`src/rtl/dot_row_feeder_pkg.sv`:
```
// Shared constants and state encoding for the dot-product row feeder.
package dot_row_feeder_pkg;

  localparam int NO_OF_UNITS   = 8;
  localparam int ELEMENT_WIDTH = 32;
  localparam int PACKET_W      = NO_OF_UNITS * ELEMENT_WIDTH;
  localparam int LANE_IDX_W    = $clog2(NO_OF_UNITS);

  typedef enum logic [2:0] {
    IDLE,
    LOAD,
    FETCH,
    DRIVE,
    WAIT_ROW,
    DONE
  } feeder_state_t;

endpackage

```
`src/rtl/dot_row_feeder_tail_lane_mask.sv`:
```
// Lane mask for a row's final packet: lanes at or beyond the tail count are cleared.
// A tail of zero means the packet is full and every lane is kept.
module tail_lane_mask
  import dot_row_feeder_pkg::*;
(
  input  logic [LANE_IDX_W-1:0] tail,
  output logic [PACKET_W-1:0]   mask
);

  always_comb begin
    mask = '1;
    for (int lane = 0; lane < NO_OF_UNITS; lane++) begin
      // Lane 0 sits in the MSBs of the packet.
      if (tail != '0 && lane >= int'(tail))
        mask[PACKET_W-1-lane*ELEMENT_WIDTH -: ELEMENT_WIDTH] = '0;
    end
  end

endmodule

```
`src/rtl/dot_row_feeder.sv`:
```
// Walks a matrix/vector pair packet by packet for the 8-lane dot-product stage.
// Optional build macro: ZERO_PAD_EN zeroes the unused tail lanes of each row's last packet.
module dot_row_feeder
  import dot_row_feeder_pkg::*;
#(
  parameter int ADDR_W     = 13,
  parameter int PACKET_GAP = 2
) (
  input  logic                clk,
  input  logic                reset,
  input  logic                start,
  input  logic [15:0]         row_count,
  input  logic [15:0]         row_length,
  output logic                busy,
  output logic                done,
  output logic [ADDR_W-1:0]   mat_addr,
  output logic [ADDR_W-1:0]   vec_addr,
  output logic                mem_en,
  input  logic [PACKET_W-1:0] mat_rdata,
  input  logic [PACKET_W-1:0] vec_rdata,
  output logic                row_load,
  output logic [31:0]         row_multiples,
  output logic                read_now,
  output logic [PACKET_W-1:0] first_row_out,
  output logic [PACKET_W-1:0] second_row_out,
  input  logic                next_row_ready
);

  feeder_state_t       state, state_next;
  logic [15:0]         rows_q;
  logic [15:0]         row_idx;
  logic [31:0]         pkt_idx;
  logic [3:0]          gap_cnt;
  logic                ready_flag;
  logic [PACKET_W-1:0] mat_hold, vec_hold, mat_pkt, vec_pkt;
  logic                pkt_done, more_pkts, more_rows, row_go;
  logic [31:0]         mat_lin;

  assign pkt_done  = (state == DRIVE) && (gap_cnt == 4'(PACKET_GAP));
  assign more_pkts = (pkt_idx + 32'd1) < row_multiples;
  assign more_rows = ({16'd0, row_idx} + 32'd1) < {16'd0, rows_q};
  assign row_go    = next_row_ready || ready_flag;
  assign mat_lin   = 32'(row_idx) * row_multiples + pkt_idx;

`ifdef ZERO_PAD_EN
  logic [LANE_IDX_W-1:0] tail_q;
  logic [PACKET_W-1:0]   lane_mask;

  tail_lane_mask u_tail_lane_mask (
    .tail (more_pkts ? '0 : tail_q),
    .mask (lane_mask)
  );

  assign mat_pkt = mat_rdata & lane_mask;
  assign vec_pkt = vec_rdata & lane_mask;
`else
  assign mat_pkt = mat_rdata;
  assign vec_pkt = vec_rdata;
`endif

  // NOTE: sequential state uses non-blocking assignments so every flop samples pre-edge values.
  always_ff @(posedge clk) begin
    if (reset) state <= IDLE;
    else       state <= state_next;
  end

  // NOTE: the default assignment first keeps every path assigned, so no latch is inferred.
  always_comb begin
    state_next = state;
    case (state)
      IDLE:     if (start) state_next = (row_count == '0 || row_length == '0) ? DONE : LOAD;
      LOAD:     state_next = FETCH;
      FETCH:    state_next = DRIVE;
      DRIVE: begin
        if (pkt_done) begin
          if (more_pkts)      state_next = FETCH;
          else if (more_rows) state_next = row_go ? LOAD : WAIT_ROW;
          else                state_next = DONE;
        end
      end
      WAIT_ROW: if (row_go) state_next = LOAD;
      DONE:     state_next = IDLE;
      default:  state_next = IDLE;
    endcase
  end

  always_comb begin
    busy     = state inside {LOAD, FETCH, DRIVE, WAIT_ROW};
    done     = (state == DONE);
    row_load = (state == LOAD);
    mem_en   = (state == FETCH);
    read_now = (state == DRIVE) && (gap_cnt == '0);
    mat_addr = mem_en ? mat_lin[ADDR_W-1:0] : '0;
    vec_addr = mem_en ? pkt_idx[ADDR_W-1:0] : '0;
  end

  always_ff @(posedge clk) begin
    if (reset) begin
      rows_q        <= '0;
      row_multiples <= '0;
      row_idx       <= '0;
      pkt_idx       <= '0;
      gap_cnt       <= '0;
      ready_flag    <= 1'b0;
      mat_hold      <= '0;
      vec_hold      <= '0;
`ifdef ZERO_PAD_EN
      tail_q        <= '0;
`endif
    end else begin
      if (state == IDLE && start) begin
        rows_q        <= row_count;
        row_multiples <= (32'(row_length) + 32'd7) >> 3;
        row_idx       <= '0;
`ifdef ZERO_PAD_EN
        tail_q        <= row_length[LANE_IDX_W-1:0];
`endif
      end
      if (state == LOAD)  pkt_idx <= '0;
      else if (pkt_done)  pkt_idx <= pkt_idx + 32'd1;
      if (state != IDLE && state_next == LOAD) row_idx <= row_idx + 16'd1;
      gap_cnt <= (state == DRIVE && !pkt_done) ? gap_cnt + 4'd1 : '0;
      if (read_now) begin
        mat_hold <= mat_pkt;
        vec_hold <= vec_pkt;
      end
      // An early next-row indication is remembered until the row boundary consumes it.
      if (state inside {DRIVE, WAIT_ROW} && state_next == LOAD) ready_flag <= 1'b0;
      else if (next_row_ready && state != WAIT_ROW)             ready_flag <= 1'b1;
    end
  end

  // Memory data arrives in the strobe cycle itself, so it is passed through then and held after.
  assign first_row_out  = read_now ? mat_pkt : mat_hold;
  assign second_row_out = read_now ? vec_pkt : vec_hold;

endmodule

```
`config.mk`:
```
export PLATFORM = sky130hd
export DESIGN_NAME = dot_row_feeder
export DESIGN_NICKNAME = d
export VERILOG_FILES = /design/src/rtl/dot_row_feeder_pkg.sv /design/src/rtl/dot_row_feeder_tail_lane_mask.sv /design/src/rtl/dot_row_feeder.sv
export SDC_FILE = /design/constraint.sdc
export NUM_CORES = 2
export LEC_CHECK = 0
export CAP_MARGIN = 20
export CORE_AREA = 5 5 432 434
export DETAILED_ROUTE_END_ITERATION = 7
export DIE_AREA = 0 0 437 439
export RECOVER_POWER = 100
export SLEW_MARGIN = 40
export SYNTH_ARGS = -nofsm -noshare
export SYNTH_HDL_FRONTEND = slang
export SYNTH_SLANG_ARGS = --single-unit
```
`constraint.sdc`:
```
create_clock -name clk -period 14 [get_ports clk]
set_clock_uncertainty 0.05 [all_clocks]
set_input_delay 2.1 -clock clk [delete_from_list [all_inputs] [get_ports clk]]
set_output_delay 2.1 -clock clk [all_outputs]
set_load 0.02 [all_outputs]
```
Yosys cells after proc, flatten, opt, wreduce, memory -nomap -nowiden --
Cells that the tools add are included.
Operators by class: add/sub/neg operators 6, multiply operators 1, div/mod/pow operators 0, $lt $le $gt $ge 2, equality and inequality tests 8, shifts and indexed selects 0, mux-type cells 14, bitwise operators 1, reductions and logical operators 21
Operators with widths (count):
- $mux 256 | 2
- $add 32x1->32 const B | 1
- $logic_not 16->1 | 2
- $lt 32x29->1 | 1
- $mux 16 | 2
- $mul 16x29->13 | 1
- $mux 13 | 2
- $mux 3 | 7
- $add 16x1->17 const B | 1
- $add 16x3->17 const B | 1
- $lt 17x16->1 | 1
- $add 16x1->16 const B | 1
- $pmux 3 s5 | 1
- $add 13x13->13 | 1
- $logic_and 1x1->1 | 7
- $eq 3x1->1 const B | 2
- $eq 3x2->1 const B | 2
- $eq 3x3->1 const B | 2
- $reduce_or 2->1 | 3
- $add 4x1->4 const B | 1
- $eq 4x2->1 const B | 1
- $logic_not 4->1 | 1
- $reduce_bool 2->1 | 2
- $reduce_bool 4->1 | 1
- 6 further kinds | 7
Word-level totals: bits in registers 613, latch bits 0, bits in writable memories 0, memory bits (read-only) 0, output and inout port bits 575, memories kept 0

Longest topological paths before layout --
word-level depth 9, gate-level depth with buffers 21, gate-level depth less buffers 19

Least setup slack after synthesis --
OpenSTA, ideal clock, no wires.
kind register to output, start point reg row_idx[2], end point out mat_addr[11], arrival 5.363 ns, required time 11.850 ns, setup slack 6.487 ns, cell stages (with the launch flop) 21, buffers on the path 2, cells stage by stage dfxtp_1 > clkbuf_1 > clkbuf_1 > and2_1 > fa_1 > inv_1 > fa_1 > inv_1 > fa_1 > inv_1 > fa_1 > inv_1 > fa_1 > inv_1 > fa_1 > inv_1 > ha_1 > a21o_1 > o211ai_1 > a21boi_0 > nor3b_1
On the way: word-level cells in the longest chain between the ends 3
RTL lines:
- start: declaration | RTL line dot_row_feeder.sv:31 | logic [15:0] row_idx;
- start signal: assignment | RTL line dot_row_feeder.sv:121 | if (state != IDLE && state_next == LOAD) row_idx <= row_idx + 16'd1;
- $mul 16x29->13 | RTL line dot_row_feeder.sv:43 | assign mat_lin = 32'(row_idx) * row_multiples + pkt_idx;
- $add 13x13->13 | RTL line dot_row_feeder.sv:43
- $mux 13 | RTL line dot_row_feeder.sv:93 | mat_addr = mem_en ? mat_lin[ADDR_W-1:0] : '0;
- end: declaration | RTL line dot_row_feeder.sv:16 | output logic [ADDR_W-1:0] mat_addr,
No other way between the ends.

Final worst setup path --
start point reg state[2], end point out first_row_out[9]
On the way: word-level cells in the longest chain between the ends 3
RTL lines:
- start: declaration | RTL line dot_row_feeder.sv:29 | feeder_state_t state, state_next;
- start signal: assignment | RTL line dot_row_feeder.sv:64 | else state <= state_next;
- $eq 3x2->1 | RTL line dot_row_feeder.sv:92 | read_now = (state == DRIVE) && (gap_cnt == '0);
- $logic_and 1x1->1 | RTL line dot_row_feeder.sv:92
- $mux 256
- end: declaration | RTL line dot_row_feeder.sv:24 | output logic [PACKET_W-1:0] first_row_out,
No other way between the ends.

==> impl_metrics.ini <==
[power]
ir_drop_mv = 0.08529
design_power_total_mw = 4.404
power.leakage_nw = 20.08
powerDensity_nw_per_um2 = 100.3

[critical_path]
crit_required_ns = 11.85
rrSetupSlack_ns = 6.40
crit_type = reg2out
path_max_fanout = 127
start_kind = flip-flop
ff2ff_path_depth = 8
end_kind = primary output
arrival_ns = 8.81
worstSetupStartpoint = state[2]
r2r_start = state[2]
rr_endpoint = vec_hold[130]

[worst_hold_path]
hold_start = rows_q[6]
hold_path_class = reg2reg
hold_end = rows_q[6]
whs_path_depth = 2

[sta]
timing.fmax_mhz = 91.25
finalSetupTns_ns = 0
finalHoldViolations = 0
tightest_slew_ns = 3.632
slew_headroom = -1.421
rsz0062_at_grt = no
setup_violations = 0
fin_crit_ns = 10.96
post-route-period-util = 0.7828
finalMaxSlewViolations = 704

[die]
core_um2 = 182300
initial_utilization = 0.1539
fp.dieH_um = 439
rows = 157
die_w_um = 437
dieArea_um2 = 191800
top_level_ports = 1123

[synth]
synth-main-ff-cell = dfxtp_1
synth.avg_cell_area_um2 = 7.266
ys_seq_area_frac = 0.4267
syn_inst = 3861
synth_edf_count = 0
synth-seq-cells = 598
synth_top_cells_by_area = dfxtp_1, nand2_1, a21oi_1
netlist_area_um2 = 28050
synthArstFlopShare = 0
yosys.area.top_type_share = 0.4267
yosys.area.top_type = dfxtp_1
synth_cell_types = 64
ys_warn_count = 0

[clock_network]
cts_tree = yes
post_cts.repair.setup_buffers = 0
cts_sinks = 598
cts_made_buffers = 77
worstSkewPairLatency_ns = 0.69
clockRootBuffer = clkbuf_16
h-tree-depth = 3
clk_path_buf_depth = 3
path_clk_slew_ns = 0.06
cts_resized = 0
hold_buffers = 0

[routing]
ant_nets = 0
via_count = 29266
route.detailed.drc = 0
routedWlPerCell_um = 17.83
firstDrtPassIters = 5
wl_mm = 130.0
post_drt_via_cell_ratio = 4.012
drt_iter0_drc = 1687

[placed_design]
gp_congestion = 0.9224
hpwl_mm = 101.1
port-buffer-count = 1104

[layout]
final_cell_mix = nand2_1, dfxtp_1, a21oi_1
drive_gt1_frac = 0.02925
final_nets = 5507
area_growth_pct = 56.52
fill_cells = 20019
final_common_cell = nand2_1

[global_route]
grt_usage = 0.1277
grt_max_degree = 187
grt_overflow_total = 0
grt_pass1_wl_mm = 184.9
antenna_found_initial = 52
grt_pass1_vias = 28052

[job]
max_cap_violations = 11

[run_status]
violations = max-capacitance violations, max-slew violations
status = finished, violations left
## where the power goes
part	switching [mW]	internal, mW
registers	0.0230	1.75
logic	0.357	0.285
clock network	0.830	1.16
## sequential cells by signal (all words and copies together), names as in the netlist
| signal | flops |
|---|---|
| row_idx | 16 |
| pkt_idx | 32 |
| gap_cnt | 4 |
| mat_hold | 256 |
| state | 3 |
| row_multiples | 14 |
| rows_q | 16 |
| vec_hold | 256 |
| ready_flag | 1 |
## cells by family after synthesis
kind of cell	after synthesis	synth area share
AO/OA/AOI/OAI	665	0.1277
XOR/XNOR	101	0.03153
adder cells (fa/ha/maj)	130	0.07297
buffers and inverters	389	0.05557
flip-flops	598	0.4267
multiplexers	4	0.001427
other	1	0.0001337
AND/OR/NAND/NOR	1973	0.2839
## through the flow
stage                       util  setup WS (ns)  hold WS (ns)  std cells  instance area (um^2)
final                     0.2409          3.041        0.4094       7294                 43910
after floorplan                -          6.487        0.3797       3878                 28120
after global routing      0.2407          2.412        0.4223       7285                 43890
after global placement    0.2266          5.957        0.3956       7129                 41310
after detailed placement  0.2269          5.966        0.3996       7131                 41360
after CTS                 0.2407          5.144        0.4077       7270                 43870
## per-layer routing
metal,global-route usage,part of all wire,wire length (um)
met5,0,0.0017,216
met1,0.1476,0.40,51470
met3,0.04286,0.075,9710
met2,0.2128,0.48,62810
met4,0.05964,0.045,5828
## synthesized netlist by cell type, drive strengths merged, types with 5 or more instances
cell    instances
a211o           5
a211oi         16
a21o            6
a21oi         555
a31oi           7
and2           59
and3           26
and4            5
buf            27
clkbuf        227
dfxtp         598
fa             56
ha             74
inv           135
nand2        1655
nand2b         17
nand3          29
nand3b          6
nand4          13
nor2           92
nor2b           5
nor3           23
nor3b           5
nor4           14
o211ai         10
o21a            5
o21ai          26
o221ai         10
or2             8
or3            14
xnor2          64
xor2           37
## worst max-delay path, cell delays in order (launching register included)
cell	delay [ns]
dfxtp_1	0.50
nor2b_1	0.10
and2_0	0.28
nand3_1	0.39
clkbuf_1	1.05
clkbuf_1	1.64
buf_6	0.65
clkbuf_1	1.65
buf_16	0.42
nand2_1	0.14
nand2_1	0.33
dlygate4sd3_1	0.75
## worst max-delay path by stage
stage          cells past startpoint                   to  slack [ns]
5_1_grt                            9  second_row_out[105]        2.41
3_5_place_dp                      17         mat_addr[12]        5.97
6_report                          11     first_row_out[9]        3.04
4_1_cts                           19         mat_addr[12]        5.14
3_3_place_gp                      19         mat_addr[12]        5.96
2_1_floorplan                     20         mat_addr[11]        6.49
## cell type report
cell class | count | area (um^2) | share of cell area
Tap cell | 2385 | 2984 | 0.06796
Antenna cell | 20 | 50.05 | 0.001140
Clock buffer | 112 | 2211 | 0.05035
Sequential cell | 598 | 11970 | 0.2726
Inverter | 135 | 519.2 | 0.01183
Multi-Input combinational cell | 2891 | 14590 | 0.3322
Clock inverter | 27 | 300.3 | 0.006839
Timing Repair Buffer | 1126 | 11290 | 0.2570
Power figures use the tool's default switching activity.
